### config.mk
export PLATFORM = sky130hd
export DESIGN_NAME = matrix_scan_ctrl
export DESIGN_NICKNAME = d
export VERILOG_FILES = /design/src/rtl/matrix_scan_ctrl.sv
export SDC_FILE = /design/constraint.sdc
export NUM_CORES = 1
export LEC_CHECK = 0
export ABC_AREA = 1
export BUFFER_PORTS_ARGS = -buffer_cell sky130_fd_sc_hd__buf_4
export CAP_MARGIN = 20
export CORE_AREA = 3 3 317 319
export CTS_BUF_LIST = sky130_fd_sc_hd__clkbuf_8
export DETAILED_ROUTE_END_ITERATION = 10
export DIE_AREA = 0 0 320 322
export HOLD_SLACK_MARGIN = 0.06
export PLACE_DENSITY = 0.51
export SETUP_SLACK_MARGIN = 0.2
export SLEW_MARGIN = 5
export SYNTH_ARGS = -nofsm -noshare
export SYNTH_HDL_FRONTEND = slang
export SYNTH_SLANG_ARGS = --single-unit
### constraint.sdc
create_clock -name clk -period 5.53 [get_ports clk]
set_input_delay 0 -clock clk [delete_from_list [all_inputs] [get_ports clk]]
set_output_delay 0 -clock clk [all_outputs]
set_load 0.02 [all_outputs]
### src/rtl/matrix_scan_ctrl.sv
// Double-buffered RGB LED matrix scan controller. Pixel writes land in the back
// buffer; the front buffer is column-scanned and swaps happen only at frame ends.
module matrix_scan_ctrl #(
    parameter int ROWS         = 8,
    parameter int COLS         = 12,
    parameter int ON_CYCLES    = 30,
    parameter int BLANK_CYCLES = 4
) (
    input  logic                    clk,
    input  logic                    rst_n,
    input  logic                    wr_valid,
    output logic                    wr_ready,
    input  logic [$clog2(COLS)-1:0] wr_col,
    input  logic [$clog2(ROWS)-1:0] wr_row,
    input  logic [2:0]              wr_rgb,
    input  logic                    swap_req,
    output logic                    swap_ack,
    output logic                    frame_start,
    output logic [ROWS-1:0]         led_r,
    output logic [ROWS-1:0]         led_g,
    output logic [ROWS-1:0]         led_b,
    output logic [COLS-1:0]         led_selc,
    output logic                    led_rst
);
    localparam int CW      = $clog2(COLS);
    localparam int RW      = $clog2(ROWS);
    localparam int CNT_MAX = (ON_CYCLES > BLANK_CYCLES) ? ON_CYCLES : BLANK_CYCLES;
    localparam int CNTW    = $clog2(CNT_MAX + 1);

    localparam logic [CW-1:0]   COL_LAST   = CW'(COLS - 1);
    localparam logic [CW:0]     COL_LIMIT  = (CW + 1)'(COLS);
    localparam logic [RW:0]     ROW_LIMIT  = (RW + 1)'(ROWS);
    localparam logic [CNTW-1:0] ON_LAST    = CNTW'(ON_CYCLES - 1);
    localparam logic [CNTW-1:0] BLANK_LAST = CNTW'(BLANK_CYCLES - 1);

    typedef enum logic {
        ST_BLANK = 1'b0,
        ST_ON    = 1'b1
    } state_t;

    state_t          state_r, state_s;
    logic [CW-1:0]   col_r, col_s;
    logic [CNTW-1:0] cnt_r, cnt_s;
    logic            front_r, front_s;
    logic            pending_r, pending_s;
    logic            ack_s;
    logic            fstart_s;
    logic [ROWS-1:0] led_r_s, led_g_s, led_b_s;
    logic [COLS-1:0] selc_s;
    logic            rst_s;
    logic            wr_fire_s;

    logic [2:0] mem_r [2][COLS][ROWS];

    // Out-of-range coordinates are accepted by the handshake but never stored.
    assign wr_fire_s = wr_valid & wr_ready
                       & ({1'b0, wr_col} < COL_LIMIT)
                       & ({1'b0, wr_row} < ROW_LIMIT);

    // Scan sequencing and swap bookkeeping
    always_comb begin
        state_s   = state_r;
        col_s     = col_r;
        cnt_s     = cnt_r + CNTW'(1);
        front_s   = front_r;
        pending_s = pending_r;
        ack_s     = 1'b0;
        fstart_s  = 1'b0;
        case (state_r)
            ST_BLANK: begin
                if (cnt_r == BLANK_LAST) begin
                    state_s  = ST_ON;
                    cnt_s    = '0;
                    fstart_s = (col_r == '0);
                end else begin
                    state_s = ST_BLANK;
                end
            end
            ST_ON: begin
                if (cnt_r == ON_LAST) begin
                    state_s = ST_BLANK;
                    cnt_s   = '0;
                    if (col_r == COL_LAST) begin
                        col_s = '0;
                        if (pending_r) begin
                            front_s   = ~front_r;
                            pending_s = 1'b0;
                            ack_s     = 1'b1;
                        end else begin
                            front_s = front_r;
                        end
                    end else begin
                        col_s = col_r + CW'(1);
                    end
                end else begin
                    state_s = ST_ON;
                end
            end
            default: begin
                state_s = ST_BLANK;
                col_s   = '0;
                cnt_s   = '0;
            end
        endcase
        // A request arriving while one is already pending is dropped.
        if (swap_req && !pending_r) begin
            pending_s = 1'b1;
        end else begin
            pending_s = pending_s;
        end
    end

    // Next values of the LED drive, taken from the state being entered
    always_comb begin
        led_r_s = '0;
        led_g_s = '0;
        led_b_s = '0;
        selc_s  = '1;
        rst_s   = 1'b1;
        if (state_s == ST_ON) begin
            rst_s         = 1'b0;
            selc_s[col_s] = 1'b0;
            for (int r = 0; r < ROWS; r++) begin
                led_r_s[r] = mem_r[front_s][col_s][r][2];
                led_g_s[r] = mem_r[front_s][col_s][r][1];
                led_b_s[r] = mem_r[front_s][col_s][r][0];
            end
        end else begin
            rst_s = 1'b1;
        end
    end

    // Scan state, column, counter and buffer select registers
    always_ff @(posedge clk or negedge rst_n) begin
        if (!rst_n) begin
            state_r   <= ST_BLANK;
            col_r     <= '0;
            cnt_r     <= '0;
            front_r   <= 1'b0;
            pending_r <= 1'b0;
        end else begin
            state_r   <= state_s;
            col_r     <= col_s;
            cnt_r     <= cnt_s;
            front_r   <= front_s;
            pending_r <= pending_s;
        end
    end

    // Frame buffers; writes only ever address the back buffer
    always_ff @(posedge clk or negedge rst_n) begin
        if (!rst_n) begin
            for (int b = 0; b < 2; b++) begin
                for (int c = 0; c < COLS; c++) begin
                    for (int r = 0; r < ROWS; r++) begin
                        mem_r[b][c][r] <= 3'b000;
                    end
                end
            end
        end else if (wr_fire_s) begin
            mem_r[~front_r][wr_col][wr_row] <= wr_rgb;
        end
    end

    // Registered outputs
    always_ff @(posedge clk or negedge rst_n) begin
        if (!rst_n) begin
            led_r       <= '0;
            led_g       <= '0;
            led_b       <= '0;
            led_selc    <= '1;
            led_rst     <= 1'b1;
            swap_ack    <= 1'b0;
            frame_start <= 1'b0;
            wr_ready    <= 1'b1;
        end else begin
            led_r       <= led_r_s;
            led_g       <= led_g_s;
            led_b       <= led_b_s;
            led_selc    <= selc_s;
            led_rst     <= rst_s;
            swap_ack    <= ack_s;
            frame_start <= fstart_s;
            wr_ready    <= ~pending_s;
        end
    end

endmodule

== Word level (Yosys, flattened, before mapping) ==
Cells that the tools add are included.
Word-level totals
  flip-flop bits (word level): 628
  logic and storage cells: 282
  input port bits: 14
Cells by class
  magnitude comparators: 11
  mux-type cells: 43
  reduce and logical (&&, ||, !) cells: 7
  equality and inequality tests: 3
  bitwise operators: 11
  $add $sub $neg: 2
Operators by type and width (number)
  $mux 288: 4
  $bwmux 576: 1
  $demux 288 s1: 1
  $bmux 24 s4: 1
  $demux 24 s4: 1
  $mux 24: 3
  $mux 8: 3
  $mux 1: 18
  $mux 12: 1
  $mux 4: 3
  $not 12->12: 1
  $ge 5x5->1 const B: 2
  $mux 5: 2
  $not 4->5: 2
  $pmux 5 s2: 1
  $demux 3 s3: 1
  $add 5x1->5 const B: 1
  $eq 5x2->1 const B: 1
  $eq 5x5->1 const B: 1
  $logic_and 1x1->1: 5
  $lt 4x5->1 const B: 1
  $lt 5x1->1 const B: 1
  $add 4x1->4 const B: 1
  $demux 1 s4: 1
  15 further kinds: 20

== Depth between registers and ports, before layout ==
Gate-level depths: netlist (run 1).
  word-level depth: 13
  depth in mapped cells: 19

== Least setup slack after synthesis (run 1) ==
No wires, ideal clock.
  kind: flip-flop to flip-flop
  start point: register cnt_r[0]
  end point: register led_b[5]
  data arrival time: 2.053 ns
  stages on the path, launching flop included: 19
  slack: 3.363 ns
  data required time: 5.415 ns
  path through: dfrtp_1 ha_1 nand2_1 nor2_4 nand2_2 nand2_1 nand2_1 buf_2 buf_2 buf_2 nand3_1 nand2_1 nand2_1 nand2_1 clkinv_1 nand2_1 nand2_1 nand2_1 nor2_1
Between the ends
  word-level cells in the longest chain between the ends: 11
Ends and longest elaborated chain
  from (decl): line 43  | logic [CNTW-1:0] cnt_r, cnt_s;
  from (signal assigned): line 144  | cnt_r <= cnt_s;
  $eq 5x5->1: line 80  | if (cnt_r == ON_LAST) begin
  $mux 1: line 80
  $mux 1: line 69  | case (state_r)
  $not 1->2 (implied by the code): line 126  | led_b_s[r] = mem_r[front_s][col_s][r][0];
  $mux 288 (implied by the code) (3 in a row): line 126
  $bmux 24 s4: line 126
  $mux 24 (2 in a row)
  $mux 8 *: line 120  | if (state_s == ST_ON) begin
  named net led_b_s[5]: line 48  | logic [ROWS-1:0] led_r_s, led_g_s, led_b_s;
  to (signal assigned): line 179  | led_b <= led_b_s;
  to (decl): line 21  | output logic [ROWS-1:0] led_b,
The timed path passes the listed nets; every way through them passes the cells marked *. The select of a mux whose other input is x is not followed.
A chain may end at the register's enable or synchronous reset.

== Final worst setup path (run 1) ==
  start point: register cnt_r[1]
  end point: register led_b[0]
Same word-level chain as after synthesis.

==> flow_summary.yaml, run 1 <==
place:
  io_buffer_count: 53
  hpwl_microns: 56100
  place_area_sq_um: 30900
  gp_congestion: 0.816
  place_inst: 4998
yosys:
  synth_warnings: 0
  yosysTopAreaCell: "dfrtp_1"
  syn_inst: 3833
  netlist_area_sq_um: 29300
  synth_cell_type_count: 29
  syn_avg_cell_area_sq_um: 7.65
  synth_top_area_share_pct: 52.4
  ys_top_cells_by_area: "dfrtp_1 (52%), nand2_1 (19%), o21ai_0 (9.9%), nand3_1 (7.6%), nor2_1 (2.7%)"
  ys_seq_area_share_pct: 53.7
  ys_seq_elements: 628
  syn-num-nets: 3851
sta:
  fmax_ghz: 0.284
  setup_viol: 0
  holdWs_ns: 0.119
  fin_crit_ns: 3.52
  worst_pin_slew_ns: 1.19
  setup_tns_ns: 0
  hold_viol: 0
  rsz0062_at_grt: "false"
  slew_violations: 0
  relSlewSlack_pct: 20.5
  skew_ns: 0.0310
  finalCritPeriodShare_pct: 63.7
clock_network:
  post_cts_buffers: 0
  cts_buffers: 112
  cts_tree: "yes"
  clock_latency_ns: 0.73
  h-tree-depth: 3
  cts_buffer_depth: 3
  cts_root_buf: "clkbuf_8"
  path_clk_slew_ns: 0.06
  clock_sinks: 628
floorplan:
  die_area_sq_um: 103000
  core_area_sq_um: 98100
  die_h_microns: 322
  num_rows: 115
  initial_utilization_pct: 29.9
  io_pins: 54
  die_w_microns: 320
global_routing:
  grt_pass1_wl_microns: 151000
  grt_antenna_before_repair: 4
  grtUsageTotal_pct: 18.7
  grt_start_max_net_pins: 172
  grt_pass1_vias: 24800
  gr-total-overflow: 0
layout:
  fin_area_sq_um: 33400
  final_cell_mix: "nand2_1 (1503), dfrtp_1 (614), o21ai_0 (578)"
  fillCellCount: 10500
  seq_area_sq_um: 15700
  final_common_cell: "nand2_1"
  multi_input_area_sq_um: 12100
  drive_gt1_share_pct: 7.55
  fin_nets: 3851
  stdcell_count: 5210
  area_growth_syn_to_layout_pct: 13.8
route:
  ant_nets: 0
  detail_route.vias_per_cell: 4.85
  drt-total-wl_microns: 96100
  dr.pass1.iters: 5
  wl_per_cell_microns: 18.5
  initialDrtViolationCount: 2128
  drcViolationCount: 0
  num_vias: 25200
worst_setup_path:
  path_cells: "inv_1 > ha_1 > nand2_1 > nor2_4 > nand2_2 > nand2_1 > nand2_4 > nor2_4 > buf_4 > nand3_1 > nand2_1 > o21ai_1 > nand2_1 > nor2_1"
  start_kind: "flop"
  worstPathMaxFanout: 42
  r2r_slack_ns: 2.01
  startpoint: "cnt_r[1]"
  worst_path_most_repeated_cell: "nand2_1"
  cp.required_ns: 6.12
  slowest_stage: "nor2_4"
  crit_path_end_kind: "flop"
  slowest_delay_ns: 0.82
  r2r_start: "cnt_r[1]"
  crit_arrival_ns: 4.12
  critPathKind: "reg2reg"
pwr:
  p_leak_nw: 14.6
  power_mw: 9.35
  powerDensity_nw_per_um2: 280
  ir_worst_vdd_uv: 171
flow_run:
  maxCapViolations: 0
status:
  run_status: "complete, no violations"
worst_hold_path:
  min-delay-start: "wr_valid"
  hp-class: "in2reg"
[registers in the layout, summed over array words and instances, names as in the netlist]
name	cells
pending_r	1
led_g	8
led_rst	1
mem_r	576
wr_ready	1
col_r	4
led_selc	12
state_r	1
led_r	8
frame_start	1
swap_ack	1
front_r	1
cnt_r	5
led_b	8
[kinds of logic after synthesis]
| family | share of synthesized area, % |
|---|---|
| fa+ha+maj | 0.171 |
| xor+xnor | 0.0896 |
| compound gates | 10.9 |
| buf+inv | 5.22 |
| flops | 53.7 |
| simple gates | 30.0 |
[where the power goes]
part | internal, mW | leakage (nW) | switching, mW
clock | 2.51 | 1.36 | 1.99
combinational | 0.0269 | 4.52 | 0.222
sequential | 4.61 | 8.70 | 0.00367
total | 7.14 | 14.6 | 2.21
[repair_timing]
action / 4_1_cts / 5_1_grt
gates resized for setup: 0 / 0
hold endpoints to repair: 646 / 0
hold buffers: 7 / 0
[through the flow]
stage / worst slack [ns] / util, %
6_report: 2.01 / 34.0
5_1_grt: 1.68 / 34.0
4_1_cts: 1.99 / 34.0
3_5_place_dp: 2.00 / 31.5
3_3_place_gp: 2.05 / 31.5
2_1_floorplan: 3.36 / -
[layout make-up]
| cell class | count | share of cell area [%] |
|---|---|---|
| diodes | 2 | 0.0150 |
| clock buffers | 144 | 5.94 |
| clock inverters | 58 | 1.07 |
| inverters | 172 | 1.98 |
| multi-input cells | 2819 | 36.4 |
| flip-flops and latches | 628 | 47.2 |
| well taps | 1287 | 4.83 |
| repair buffers | 100 | 2.60 |
[critical path: cells and delay by family, from the launching register on]
family	cells	cell delay, ns
buffers and inverters	2	0.58
DFF	1	0.40
adders and majority gates	1	0.13
AOI/OAI and AO/OA	1	0.06
and+or+nand+nor	10	2.19
[cells in the mapped netlist (all sizes together)]
master / n
nand2: 1508
o21ai: 630
dfrtp: 614
nand3: 448
nor2: 215
inv: 156
clkbuf: 139
buf: 75
clkinv: 16
dfstp: 14
nor3: 6
ha: 4
nand4: 2
xnor2: 2
a31o: 1
nor4: 1
o211ai: 1
xor2: 1
[metal layers]
metal	wire, microns	vias to the layer above	GRT usage (%)
met2	41800	674	28.5
li1	-	12400	-
met4	2170	2	4.82
met5	12	-	0
met3	6690	147	4.39
met1	45500	12000	26.7
[final timing paths]
path / end / cells after the start
min: mem_r[246] / 6
min reg2reg: mem_r[64] / 2
max reg2reg: led_b[0] / 14
max in group asynchronous: mem_r[230] / 4
max: led_b[0] / 14
min in group asynchronous: wr_ready / 3
No activity file was read; power rests on OpenSTA's default activity.
==> inputs of run 2 (changes only) <==
==> constraint.sdc (replaced) <==
create_clock -name clk -period 3.5 [get_ports clk]
set_input_delay 0 -clock clk [delete_from_list [all_inputs] [get_ports clk]]
set_output_delay 0 -clock clk [all_outputs]
set_load 0.02 [all_outputs]
==> flow_summary.yaml, run 2 (same netlist as run 1, synthesis figures left out) <==
layout:
  fillCellCount: 10500
  final_common_cell: "nand2_1"
  largest_reg_flops: 576
  reg_top3: "mem_r (576), led_selc (12)"
  final_util_pct: 34.3
  multi_input_area_sq_um: 12100
  final_cell_mix: "nand2_1 (1503), dfrtp_1 (614), o21ai_0 (578)"
  area_growth_syn_to_layout_pct: 14.9
  largest_register: "mem_r"
  fin_nets: 3881
  drive_gt1_share_pct: 8.31
  seq_area_sq_um: 15700
worst_setup_path:
  crit_arrival_ns: 3.58
  path_cells: "inv_1 > ha_1 > nand2_1 > nor2_4 > nand2_2 > o21ai_4 > buf_4 > nand3_1 > nand2_1 > nand2_1 > nand2_1 > clkinv_1 > nand2_1 > nand2_1 > nand2_1 > nor2_1"
  slowest_stage: "buf_4"
  slowest_delay_ns: 0.55
  cp.required_ns: 4.12
  r2r_start: "cnt_r[1]"
  critPathKind: "reg2reg"
  startpoint: "cnt_r[1]"
  critPathCapture: "led_b[0]"
  worstPathMaxFanout: 49
  cp.depth: 16
  reg2regPathDepth: 16
  worstReg2RegEnd: "led_b[0]"
  cp_num_buf_inv: 3
  critical-path-top-delay-family: "simple AND/OR/NAND/NOR gates"
  r2r_slack_ns: 0.53
  worst_path_most_repeated_cell: "nand2_1"
  start_kind: "flop"
  crit_path_end_kind: "flop"
sta:
  skew_ns: 0.0450
  fin_crit_ns: 2.97
  setup_tns_ns: 0
  worst_pin_slew_ns: 1.11
  relSlewSlack_pct: 26.0
  fmax_ghz: 0.337
  finalCritPeriodShare_pct: 84.8
  hold_viol: 0
  slew_violations: 0
  rsz0062_at_grt: "false"
  setup_viol: 0
global_routing:
  gr-total-overflow: 0
  grtUsageTotal_pct: 18.7
  grt_pass1_vias: 25100
  grt_start_max_net_pins: 98
  grt_antenna_before_repair: 4
  grt_pass1_wl_microns: 151000
floorplan:
  die_area_sq_um: 103000
  initial_utilization_pct: 29.9
  die_w_microns: 320
  core_area_sq_um: 98100
  die_h_microns: 322
  io_pins: 54
  num_rows: 115
route:
  wl_per_cell_microns: 18.4
  num_vias: 25600
  drt-total-wl_microns: 96300
  ant_nets: 0
  dr.pass1.iters: 5
  initialDrtViolationCount: 2099
  detail_route.vias_per_cell: 4.89
  drcViolationCount: 0
worst_hold_path:
  hold_depth: 6
  hp-class: "in2reg"
clock_network:
  hold_buffers: 8
  cts_buffers: 108
  cts_resized: 0
  path_clk_slew_ns: 0.07
  post_cts_buffers: 0
  cts_tree: "yes"
  h-tree-depth: 3
  clock_sinks: 628
  clock_latency_ns: 0.74
  cts_buffer_depth: 3
  cts_root_buf: "clkbuf_8"
status:
  run_status: "complete, no violations"
pwr:
  powerDensity_nw_per_um2: 427
  p_leak_nw: 14.7
  ir_worst_vdd_uv: 304
place:
  gp_congestion: 0.820
  hpwl_microns: 59300
  io_buffer_count: 53
flow_run:
  maxCapViolations: 0
[run 2: cell count changes in the layout (fill, tap and decap cells not counted), sizes merged]
cell / previous run / this run
buf: 94 / 127
clkinv: 22 / 34
clkbuf: 144 / 135
bufinv: 4 / 0
inv: 202 / 198
diode: 2 / 4
clkinvlp: 2 / 1
dlygate4sd3: 6 / 7
[run 2: through the flow]
stage / worst slack, ns / hold WS (ns) / power (mW) / instances / instance area [sq um]
floorplan: 1.33 / -0.296 / 7.52 / 3833 / 29300
global placement: 0.654 / 0.123 / 7.83 / 5030 / 31400
detailed placement: 0.622 / 0.121 / 7.83 / 5032 / 31400
CTS: 0.587 / 0.0790 / 14.6 / 5236 / 33700
global route: 0.361 / 0.141 / 15.0 / 5237 / 33700
finish: 0.533 / 0.119 / 14.4 / 5240 / 33700
[run 2: where the power goes]
group	switching, mW	total, mW	internal [mW]
clock network	3.19	6.68	3.49
logic	0.357	0.421	0.0639
registers	0.00567	7.28	7.27
total	3.55	14.4	10.8
[run 2: cell type report]
class                   instances  area share (%)
well taps                    1287            4.78
repair buffers                134            4.06
inverters                     172            1.96
multi-input cells            2819            36.0
flip-flops and latches        628            46.7
diodes                          4          0.0297
clock buffers                 135            5.52
clock inverters                61           0.910
[run 2: metal layers]
layer | wire length [microns] | up-vias | GRT usage [%]
met5 | 14 | - | 0
met4 | 2340 | 2 | 5.32
met3 | 5680 | 151 | 3.25
met2 | 42400 | 663 | 29.0
met1 | 45900 | 12300 | 26.8
li1 | - | 12500 | -
[run 2: worst min-delay path: cells and delay by family]
family	cells	cell delay, ns
AOI/OAI and AO/OA	1	0.09
and+or+nand+nor	4	0.63
buffers and inverters	1	0.09
[run 2: how the worst min path moves through the flow]
stage	startpoint	endpoint	slack (ns)
global placement	rst_n	mem_r[481]	0.12
global route	wr_col[3]	mem_r[495]	0.14
detailed placement	rst_n	mem_r[481]	0.12
floorplan	rst_n	cnt_r[0]	-0.30
CTS	wr_col[3]	mem_r[495]	0.08
finish	wr_col[3]	mem_r[207]	0.12
